### src/rtl/writeback_stage_pkg.sv
// Shared writeback-stage definitions: load funct3 encodings and load-wait FSM states.
package writeback_stage_pkg;

  localparam logic [2:0] LB  = 3'b000;
  localparam logic [2:0] LH  = 3'b001;
  localparam logic [2:0] LW  = 3'b010;
  localparam logic [2:0] LBU = 3'b100;
  localparam logic [2:0] LHU = 3'b101;

  typedef enum logic {
    IDLE      = 1'b0,
    WAIT_LOAD = 1'b1
  } wb_state_e;

endpackage

### src/rtl/writeback_stage_load_align.sv
// Combinational load formatter: selects the byte/half lane, extends it, and flags misaligned accesses.
module load_align
  import writeback_stage_pkg::*;
(
  input  logic [31:0] rdata_i,
  input  logic [1:0]  addr_i,
  input  logic [2:0]  funct3_i,
  output logic [31:0] data_o,
  output logic        misaligned_o
);

  logic [7:0]  byteSel;
  logic [15:0] halfSel;

  always_comb begin
    byteSel = rdata_i[7:0];
    case (addr_i)
      2'd0:    byteSel = rdata_i[7:0];
      2'd1:    byteSel = rdata_i[15:8];
      2'd2:    byteSel = rdata_i[23:16];
      default: byteSel = rdata_i[31:24];
    endcase
  end

  assign halfSel = addr_i[1] ? rdata_i[31:16] : rdata_i[15:0];

  // Unrecognised funct3 codes fall through to a full-word load.
  always_comb begin
    data_o = rdata_i;
    case (funct3_i)
      LB:      data_o = {{24{byteSel[7]}}, byteSel};
      LBU:     data_o = {24'h0, byteSel};
      LH:      data_o = {{16{halfSel[15]}}, halfSel};
      LHU:     data_o = {16'h0, halfSel};
      default: data_o = rdata_i;
    endcase
  end

  assign misaligned_o = (((funct3_i == LH) || (funct3_i == LHU)) && addr_i[0])
                      || ((funct3_i == LW) && (addr_i != 2'b00));

endmodule

### src/rtl/writeback_stage.sv
// RV32I writeback stage: register-file write/bypass, load formatting, load-wait stall FSM and instret.
module writeback_stage
  import writeback_stage_pkg::*;
#(
  parameter int LOAD_TIMEOUT = 16,
  parameter int CNT_W        = 64
) (
  input  logic             clk,
  input  logic             reset,
  input  logic             wb_valid,
  input  logic [31:0]      wb_result,
  input  logic             wb_alu_to_reg,
  input  logic             wb_mem_to_reg,
  input  logic [4:0]       wb_dest_reg_sel,
  input  logic [1:0]       wb_read_address,
  input  logic [2:0]       wb_alu_operation,
  input  logic [31:0]      dmem_rdata,
  input  logic             dmem_rvalid,
  output logic             stall_read,
  output logic             rf_we,
  output logic [4:0]       rf_waddr,
  output logic [31:0]      rf_wdata,
  output logic             fwd_valid,
  output logic [4:0]       fwd_reg,
  output logic [31:0]      fwd_data,
  output logic             load_err,
  output logic [CNT_W-1:0] instret
);

  localparam int TW = (LOAD_TIMEOUT > 1) ? $clog2(LOAD_TIMEOUT) : 1;
  localparam logic [TW-1:0] TIMER_LAST = TW'(LOAD_TIMEOUT - 1);

  wb_state_e        state_q, state_d;
  logic [TW-1:0]    timer_q, timer_d;
  logic [4:0]       capRd_q;
  logic [2:0]       capFunct3_q;
  logic [1:0]       capAddr_q;
  logic [CNT_W-1:0] instret_q;

  logic        inWait, loadIn, ldMis;
  logic [4:0]  ldRd;
  logic [2:0]  ldFunct3;
  logic [1:0]  ldAddr;
  logic [31:0] ldData;
  logic        stallC, writeC, errC, retireC;
  logic [31:0] writeDataC;

  // While waiting, the upstream registers are frozen but may hold stale values, so only captured copies are trusted.
  assign inWait   = (state_q == WAIT_LOAD);
  assign loadIn   = wb_valid & wb_mem_to_reg;
  assign ldRd     = inWait ? capRd_q     : wb_dest_reg_sel;
  assign ldFunct3 = inWait ? capFunct3_q : wb_alu_operation;
  assign ldAddr   = inWait ? capAddr_q   : wb_read_address;

  load_align u_load_align (
    .rdata_i      (dmem_rdata),
    .addr_i       (ldAddr),
    .funct3_i     (ldFunct3),
    .data_o       (ldData),
    .misaligned_o (ldMis)
  );

  always_ff @(posedge clk or posedge reset) begin
    if (reset) begin
      state_q     <= IDLE;
      timer_q     <= '0;
      capRd_q     <= '0;
      capFunct3_q <= '0;
      capAddr_q   <= '0;
      instret_q   <= '0;
    end else begin
      state_q <= state_d;
      timer_q <= timer_d;
      if (!inWait && (state_d == WAIT_LOAD)) begin
        capRd_q     <= wb_dest_reg_sel;
        capFunct3_q <= wb_alu_operation;
        capAddr_q   <= wb_read_address;
      end
      if (retireC && !stallC) begin
        instret_q <= instret_q + CNT_W'(1);
      end
    end
  end

  always_comb begin
    state_d = state_q;
    timer_d = timer_q;
    case (state_q)
      IDLE: begin
        if (loadIn && !ldMis && !dmem_rvalid) begin
          state_d = WAIT_LOAD;
          timer_d = '0;
        end
      end
      WAIT_LOAD: begin
        if (dmem_rvalid || (timer_q == TIMER_LAST)) begin
          state_d = IDLE;
          timer_d = '0;
        end else begin
          timer_d = timer_q + TW'(1);
        end
      end
      default: state_d = IDLE;
    endcase
  end

  always_comb begin
    stallC     = 1'b0;
    writeC     = 1'b0;
    errC       = 1'b0;
    retireC    = 1'b0;
    writeDataC = ldData;
    case (state_q)
      IDLE: begin
        if (loadIn) begin
          if (ldMis) begin
            errC    = 1'b1;
            retireC = 1'b1;
          end else if (dmem_rvalid) begin
            writeC  = 1'b1;
            retireC = 1'b1;
          end else begin
            stallC  = 1'b1;
          end
        end else if (wb_valid) begin
          writeC     = wb_alu_to_reg;
          writeDataC = wb_result;
          retireC    = 1'b1;
        end
      end
      WAIT_LOAD: begin
        if (dmem_rvalid) begin
          writeC  = 1'b1;
          retireC = 1'b1;
        end else if (timer_q == TIMER_LAST) begin
          errC    = 1'b1;
          retireC = 1'b1;
        end else begin
          stallC  = 1'b1;
        end
      end
      default: ;
    endcase
    if (ldRd == 5'd0) begin
      writeC = 1'b0;
    end
  end

  // Outputs are forced quiet while reset is held, regardless of what upstream presents.
  assign stall_read = stallC & ~reset;
  assign rf_we      = writeC & ~reset;
  assign rf_waddr   = rf_we ? ldRd : 5'd0;
  assign rf_wdata   = rf_we ? writeDataC : 32'd0;
  assign fwd_valid  = rf_we;
  assign fwd_reg    = rf_waddr;
  assign fwd_data   = rf_wdata;
  assign load_err   = errC & ~reset;
  assign instret    = instret_q;

endmodule

### config.mk
export PLATFORM = sky130hd
export DESIGN_NAME = writeback_stage
export DESIGN_NICKNAME = d
export VERILOG_FILES = /design/src/rtl/writeback_stage_pkg.sv /design/src/rtl/writeback_stage_load_align.sv /design/src/rtl/writeback_stage.sv
export SDC_FILE = /design/constraint.sdc
export NUM_CORES = 1
export LEC_CHECK = 0
export ABC_AREA = 1
export CORE_MARGIN = 2
export CORE_UTILIZATION = 30
export DETAILED_ROUTE_END_ITERATION = 16
export PLACE_DENSITY_LB_ADDON = 0.05
export SYNTH_ARGS = -nofsm -noshare
export SYNTH_HDL_FRONTEND = slang
export SYNTH_SLANG_ARGS = --single-unit
### constraint.sdc
create_clock -name clk -period 10.2 [get_ports clk]
set_input_delay 2.04 -clock clk [delete_from_list [all_inputs] [get_ports clk]]
set_output_delay 2.04 -clock clk [all_outputs]
set_load 0.02 [all_outputs]
==> impl_metrics.toml, run 1 <==
[global_routing]
grt_max_degree = 71
grt_usage = 0.207
grt_pass1_wl_um = 41600
grt_pass1_vias = 7311
antenna_found_initial = 0
grt_overflow_total = 0

[drt]
first_pass_iters = 7
detailroute.via_count = 7588
wl_met3_um = 955
ant_nets = 0
totalWireLength_um = 26400
highest_layer = "met4"
m1WireLength_um = 12100
vias_per_cell = 4.62
routedWlPerCell_um = 16.1
drt_iter0_drc = 433
wl_met2_um = 12800
drc_errors = 0

[sta]
drv_slew = 0
hold_viol = 0
max_freq_mhz = 144
min_period_ns = 6.95
fin_tns_setup_ns = 0
slew_headroom = 0.253
finalCritPeriodShare = 0.681
fin_skew_ns = 0.0121
rsz0062_at_grt = "false"
setup_viol = 0
worst_pin_slew_ns = 1.12

[worst_setup_path]
cp-start-kind = "primary input"
crit_fanout = 25
cpPeakStageDelay_ns = 0.65
r2r_start = "inWait"
cp_cell_sequence = "clkdlybuf4s50_1 -> nand2_1 -> nand2_1 -> nand3_1 -> nand2_1 -> inv_1 -> nand2_1 -> o21ai_1 -> nand2_1 -> a21oi_1 -> clkdlybuf4s50_1"
path_buf_inv = 3
arrival_ns = 4.91
cp-startpoint = "wb_read_address[1]"
critPathKind = "primary input to primary output"
slowest_stage = "clkdlybuf4s50_1"
path_delay_family = "buffers and inverters"
cp_common_cell = "nand2_1"
cp-end-kind = "primary output"
cp.required_ns = 8.16

[synthesis]
synth_nets = 1245
synth_common_cells = "nand2_1, nor2_1, dfrtp_1"
netlist_area_um2 = 7240
syn_inst = 1163
yosysTopAreaCellShare = 0.273
ys_types = 35
seq_area_frac_synth = 0.273
async_reset_ff_frac = 1.00
postSynthAreaPerCell_um2 = 6.22
synthFlopType = "dfrtp_1"
synth_area_leader_cell = "dfrtp_1"
synth_most_common_cell = "nand2_1"
synth_edf_count = 0
synthTopCellsByArea = "dfrtp_1, nand2_1, nor2_1"
synth_seq_cells = 79
yosysWarnings = 0

[outcome]
outcome = "finished clean"

[job]
maxCapViolCount = 0

[cts]
root_buffer = "clkbuf_16"
cts_buffer_depth = 2
cts_tree = "yes"
cts.htree.levels = 3
clock_sinks = 79
cts_resized = 0
clkTransAtPathRegs_ns = 0.07
hold_buffers = 0
clock_latency_ns = 0.35
cts_buffers = 9
cts_setup_buffers = 0

[layout]
multi_input_area_um2 = 4370
fin_util = 0.406
final_cells = 1643
syn2layout_area_growth_pct = 32.1
fin_area_um2 = 9560
nets = 1402
drive_gt1_frac = 0.0740
seq_area_um2 = 1980
num_antenna_cells = 0
fillers = 2576

[floorplan]
start_util = 0.307
die-area_um2 = 25400
io_pins = 222
die_h_um = 159
fp-row-count = 56
core_um2 = 23500
die_x_um = 159

[power_and_ir_drop]
leakage_nw = 3.95
vdd_drop_max_mv = 0.0823
pwr_density_cell_nw_per_um2 = 168
power_mw = 1.60

[placed_design]
gp_congestion = 0.856
place_inst = 1628
port-buffer-count = 221
dpl_cell_area_um2 = 9290
hpwl_um = 20200

[hold_path]
hp-class = "flop to flop"
hp-start = "timer_q[0]"
[worst paths after layout]
kind / cells past startpoint / slack, ns / endpoint
min: 1 / 0.50 / timer_q[0]
max in group asynchronous: 3 / 7.03 / instret[46]
min in group asynchronous: 2 / 1.98 / timer_q[2]
min reg2reg: 1 / 0.50 / timer_q[0]
max reg2reg: 11 / 6.76 / instret[53]
max: 11 / 3.25 / fwd_data[9]
[placed cells by master, fill, tap and decap left out, types with 3 or more instances in the layout]
| cell type | synthesis | routed |
|---|---|---|
| a21oi_1 | 55 | 55 |
| and2_1 | 3 | 3 |
| clkbuf_16 | 0 | 9 |
| clkdlybuf4s50_1 | 0 | 221 |
| clkinv_2 | 1 | 3 |
| dfrtp_1 | 79 | 79 |
| inv_1 | 78 | 77 |
| inv_2 | 5 | 5 |
| nand2_1 | 460 | 459 |
| nand2_2 | 10 | 10 |
| nand2_4 | 4 | 5 |
| nand3_1 | 62 | 62 |
| nand3_2 | 42 | 42 |
| nand4_1 | 18 | 18 |
| nor2_1 | 157 | 157 |
| nor2_2 | 3 | 3 |
| o21ai_0 | 50 | 50 |
| o22ai_1 | 3 | 3 |
| or2_2 | 6 | 6 |
| xnor2_1 | 19 | 19 |
| xor2_1 | 14 | 14 |
[through the flow]
step                hold slack [ns]  setup slack (ns)
finish                        0.503              3.25
global route                  0.541              2.90
CTS                           0.510              3.19
detailed placement            0.493              3.20
global placement              0.478              3.22
floorplan                     0.465              3.15
[cells by family (layout without fill, tap and decap cells)]
logic type               after synthesis  count (layout)  synth area share
AO/OA/AOI/OAI                        114             114            0.0809
XOR/XNOR                              33              33            0.0399
adder cells (fa/ha/maj)                2               2           0.00346
buffers and inverters                161             322             0.124
AND/OR/NAND/NOR                      774             774             0.478
flip-flops                            79              79             0.273
[flip-flops by register name, summed over array words and instances, names as in the netlist]
signal	cells
instret	64
capRd_q	5
timer_q	4
capAddr_q	2
capFunct3_q	3
inWait	1
[routing by layer]
layer,up-vias,track usage
li1,3951,-
met1,3418,0.267
met2,192,0.361
met3,27,0.0263
met4,0,0.0640
met5,-,0
[power breakdown]
group          switching [mW]  internal (mW)  total (mW)  leakage [nW]
combinational           0.589          0.316       0.905          2.75
clock                   0.145          0.165       0.311         0.128
sequential             0.0397          0.348       0.388          1.08
total                   0.774          0.830        1.60          3.95
[layout make-up]
| type | instances | share of cell area |
|---|---|---|
| Timing Repair Buffer | 223 | 0.233 |
| Multi-Input combinational cell | 923 | 0.457 |
| Tap cell | 319 | 0.0418 |
| Sequential cell | 79 | 0.207 |
| Inverter | 84 | 0.0332 |
| Clock inverter | 6 | 0.00484 |
| Clock buffer | 9 | 0.0236 |
(Power assumes the default switching activity.)
==> run 2: changes to the inputs <==
==> constraint.sdc (replaced) <==
create_clock -name clk -period 6.5 [get_ports clk]
set_input_delay 1.3 -clock clk [delete_from_list [all_inputs] [get_ports clk]]
set_output_delay 1.3 -clock clk [all_outputs]
set_load 0.02 [all_outputs]
==> run 2 against run 1 <==
  * Utilization up 0.20 points
  * Largest cell class unchanged
  * Via count up 2.2%
  * Register-to-register slack worse by 3.6 ns
  * Worst hold slack worse by 0.0023 ns
  * Routed wire length up 1.3%
  * Critical path depth down 1
==> impl_metrics.toml, run 2 (synthesis results as in run 1) <==
[layout]
fillers = 2582
nets = 1404
largest_register_ffs = 64
multi_input_area_um2 = 4370
syn2layout_area_growth_pct = 32.8
final_cell_mix = "nand2_1, clkdlybuf4s50_1, nor2_1"
drive_gt1_frac = 0.0754
seq_area_um2 = 1980
layout_commonest_cell = "nand2_1"
num_antenna_cells = 0

[sta]
max_freq_mhz = 190
hold_viol = 0
slew_headroom = 0.361
min_period_ns = 5.27
drv_slew = 0
fin_skew_ns = 0.0135
setup_viol = 0
fin_tns_setup_ns = 0
worst_pin_slew_ns = 0.958
finalCritPeriodShare = 0.811
rsz0062_at_grt = "false"

[hold_path]
hp-class = "flop to flop"

[worst_setup_path]
r2r_start = "inWait"
cp-start-kind = "primary input"
path_buf_inv = 3
r2r_end = "instret[62]"
cp_cell_sequence = "clkdlybuf4s50_1 -> inv_1 -> nand2_1 -> nand2_4 -> nand3_2 -> nand4_1 -> nand3_1 -> nand2_2 -> a21oi_1 -> clkdlybuf4s50_1"
cp.required_ns = 5.20
path_depth = 10
cpPeakStageDelay_ns = 0.66
crit_fanout = 37
critPathKind = "primary input to primary output"
cp-end-kind = "primary output"
cp_common_cell = "clkdlybuf4s50_1"
crit_end = "fwd_data[21]"
path_delay_family = "buffers and inverters"
rrSetupSlack_ns = 3.14
slowest_stage = "clkdlybuf4s50_1"
cp-startpoint = "wb_alu_operation[1]"
arrival_ns = 3.97
reg2reg_depth = 11

[drt]
m1WireLength_um = 11900
totalWireLength_um = 26800
vias_per_cell = 4.71
drt_iter0_drc = 500
highest_layer = "met4"
routedWlPerCell_um = 16.3
detailroute.via_count = 7757
ant_nets = 0
wl_met2_um = 13300
drc_errors = 0
wl_met3_um = 1290
first_pass_iters = 4

[placed_design]
gp_congestion = 0.870
port-buffer-count = 221
hpwl_um = 20400

[job]
maxCapViolCount = 0

[power_and_ir_drop]
pwr_density_cell_nw_per_um2 = 269
p_int_mw = 1.35
combinationalPowerShare = 0.557
pwr-share-seq = 0.235
vdd_drop_max_mv = 0.180
leakage_nw = 3.98
switching_share = 0.478
power.switching_mw = 1.24
clock_power_share = 0.208
power_mw = 2.59

[cts]
cts_setup_buffers = 0
cts_buffers = 9
cts_tree = "yes"
clock_latency_ns = 0.35
cts_buffer_depth = 2
cts.htree.levels = 3
clkTransAtPathRegs_ns = 0.07
hold_buffers = 0
root_buffer = "clkbuf_16"
cts_resized = 0
clock_sinks = 79

[floorplan]
fp-row-count = 56
die_h_um = 159
start_util = 0.307
die-area_um2 = 25400
io_pins = 222
core_um2 = 23500
die_x_um = 159

[global_routing]
grt_max_degree = 70
grt_pass1_vias = 7516
grt_usage = 0.210
grt_pass1_wl_um = 42400
grt_overflow_total = 0
antenna_found_initial = 0

[outcome]
outcome = "finished clean"
-- run 2: cell count changes in the layout (fill, tap and decap cells not counted) --
cell and change:
inv_8 +1, clkinvlp_4 -1, clkinv_2 -1, bufinv_16 +1, clkbuf_1 +1, buf_4 +2
-- run 2: worst min path at each step --
stage | startpoint | to | slack, ns | cells past startpoint
floorplan | capRd_q[3] | capRd_q[3] | 0.46 | 2
global route | timer_q[0] | timer_q[0] | 0.54 | 1
detailed placement | capRd_q[3] | capRd_q[3] | 0.49 | 2
global placement | capRd_q[3] | capRd_q[3] | 0.48 | 2
finish | capRd_q[3] | capRd_q[3] | 0.50 | 2
CTS | capRd_q[3] | capRd_q[3] | 0.51 | 2
-- run 2: layer usage --
layer | global-route usage | vias to the layer above
li1 | - | 3960
met1 | 0.271 | 3552
met5 | 0 | -
met3 | 0.0331 | 19
met4 | 0.0405 | 0
met2 | 0.372 | 226
-- run 2: final cells by class --
class | count | area share
Timing Repair Buffer | 225 | 0.233
Inverter | 84 | 0.0331
Clock buffer | 10 | 0.0238
Sequential cell | 79 | 0.206
Tap cell | 319 | 0.0415
Clock inverter | 6 | 0.00781
Multi-Input combinational cell | 923 | 0.455
-- run 2: stage by stage --
stage	utilization	setup slack (ns)	hold WS (ns)	instances	cell area [um^2]
floorplan	-	0.929	0.465	1163	7240
finish	0.408	1.23	0.501	1646	9610
global route	0.408	0.908	0.538	1646	9610
global placement	0.395	1.17	0.482	1630	9300
detailed placement	0.395	1.18	0.488	1630	9300
CTS	0.408	1.18	0.506	1646	9610
-- run 2: power groups by stage --
| stage | Combinational, mW | Sequential, mW | Clock, mW |
|---|---|---|---|
| final | 1.44 | 0.608 | 0.538 |
| after global routing | 1.58 | 0.620 | 0.580 |
| after CTS | 1.46 | 0.610 | 0.555 |
| after detailed placement | 1.46 | 0.620 | 0 |
| after global placement | 1.46 | 0.619 | 0 |
| after floorplan | 1.11 | 0.610 | 0 |
-- run 2: worst register-to-register path: stages, from the launching register on --
cell     delay (ns)
dfrtp_1        0.87
inv_2          0.37
nand2_1        0.22
nand2_4        0.19
nor2_2         0.14
nand3_2        0.11
nand4_4        0.15
nand2_4        0.09
nand2_8        0.43
nand2_8        0.44
nand2_1        0.19
nand2_1        0.06
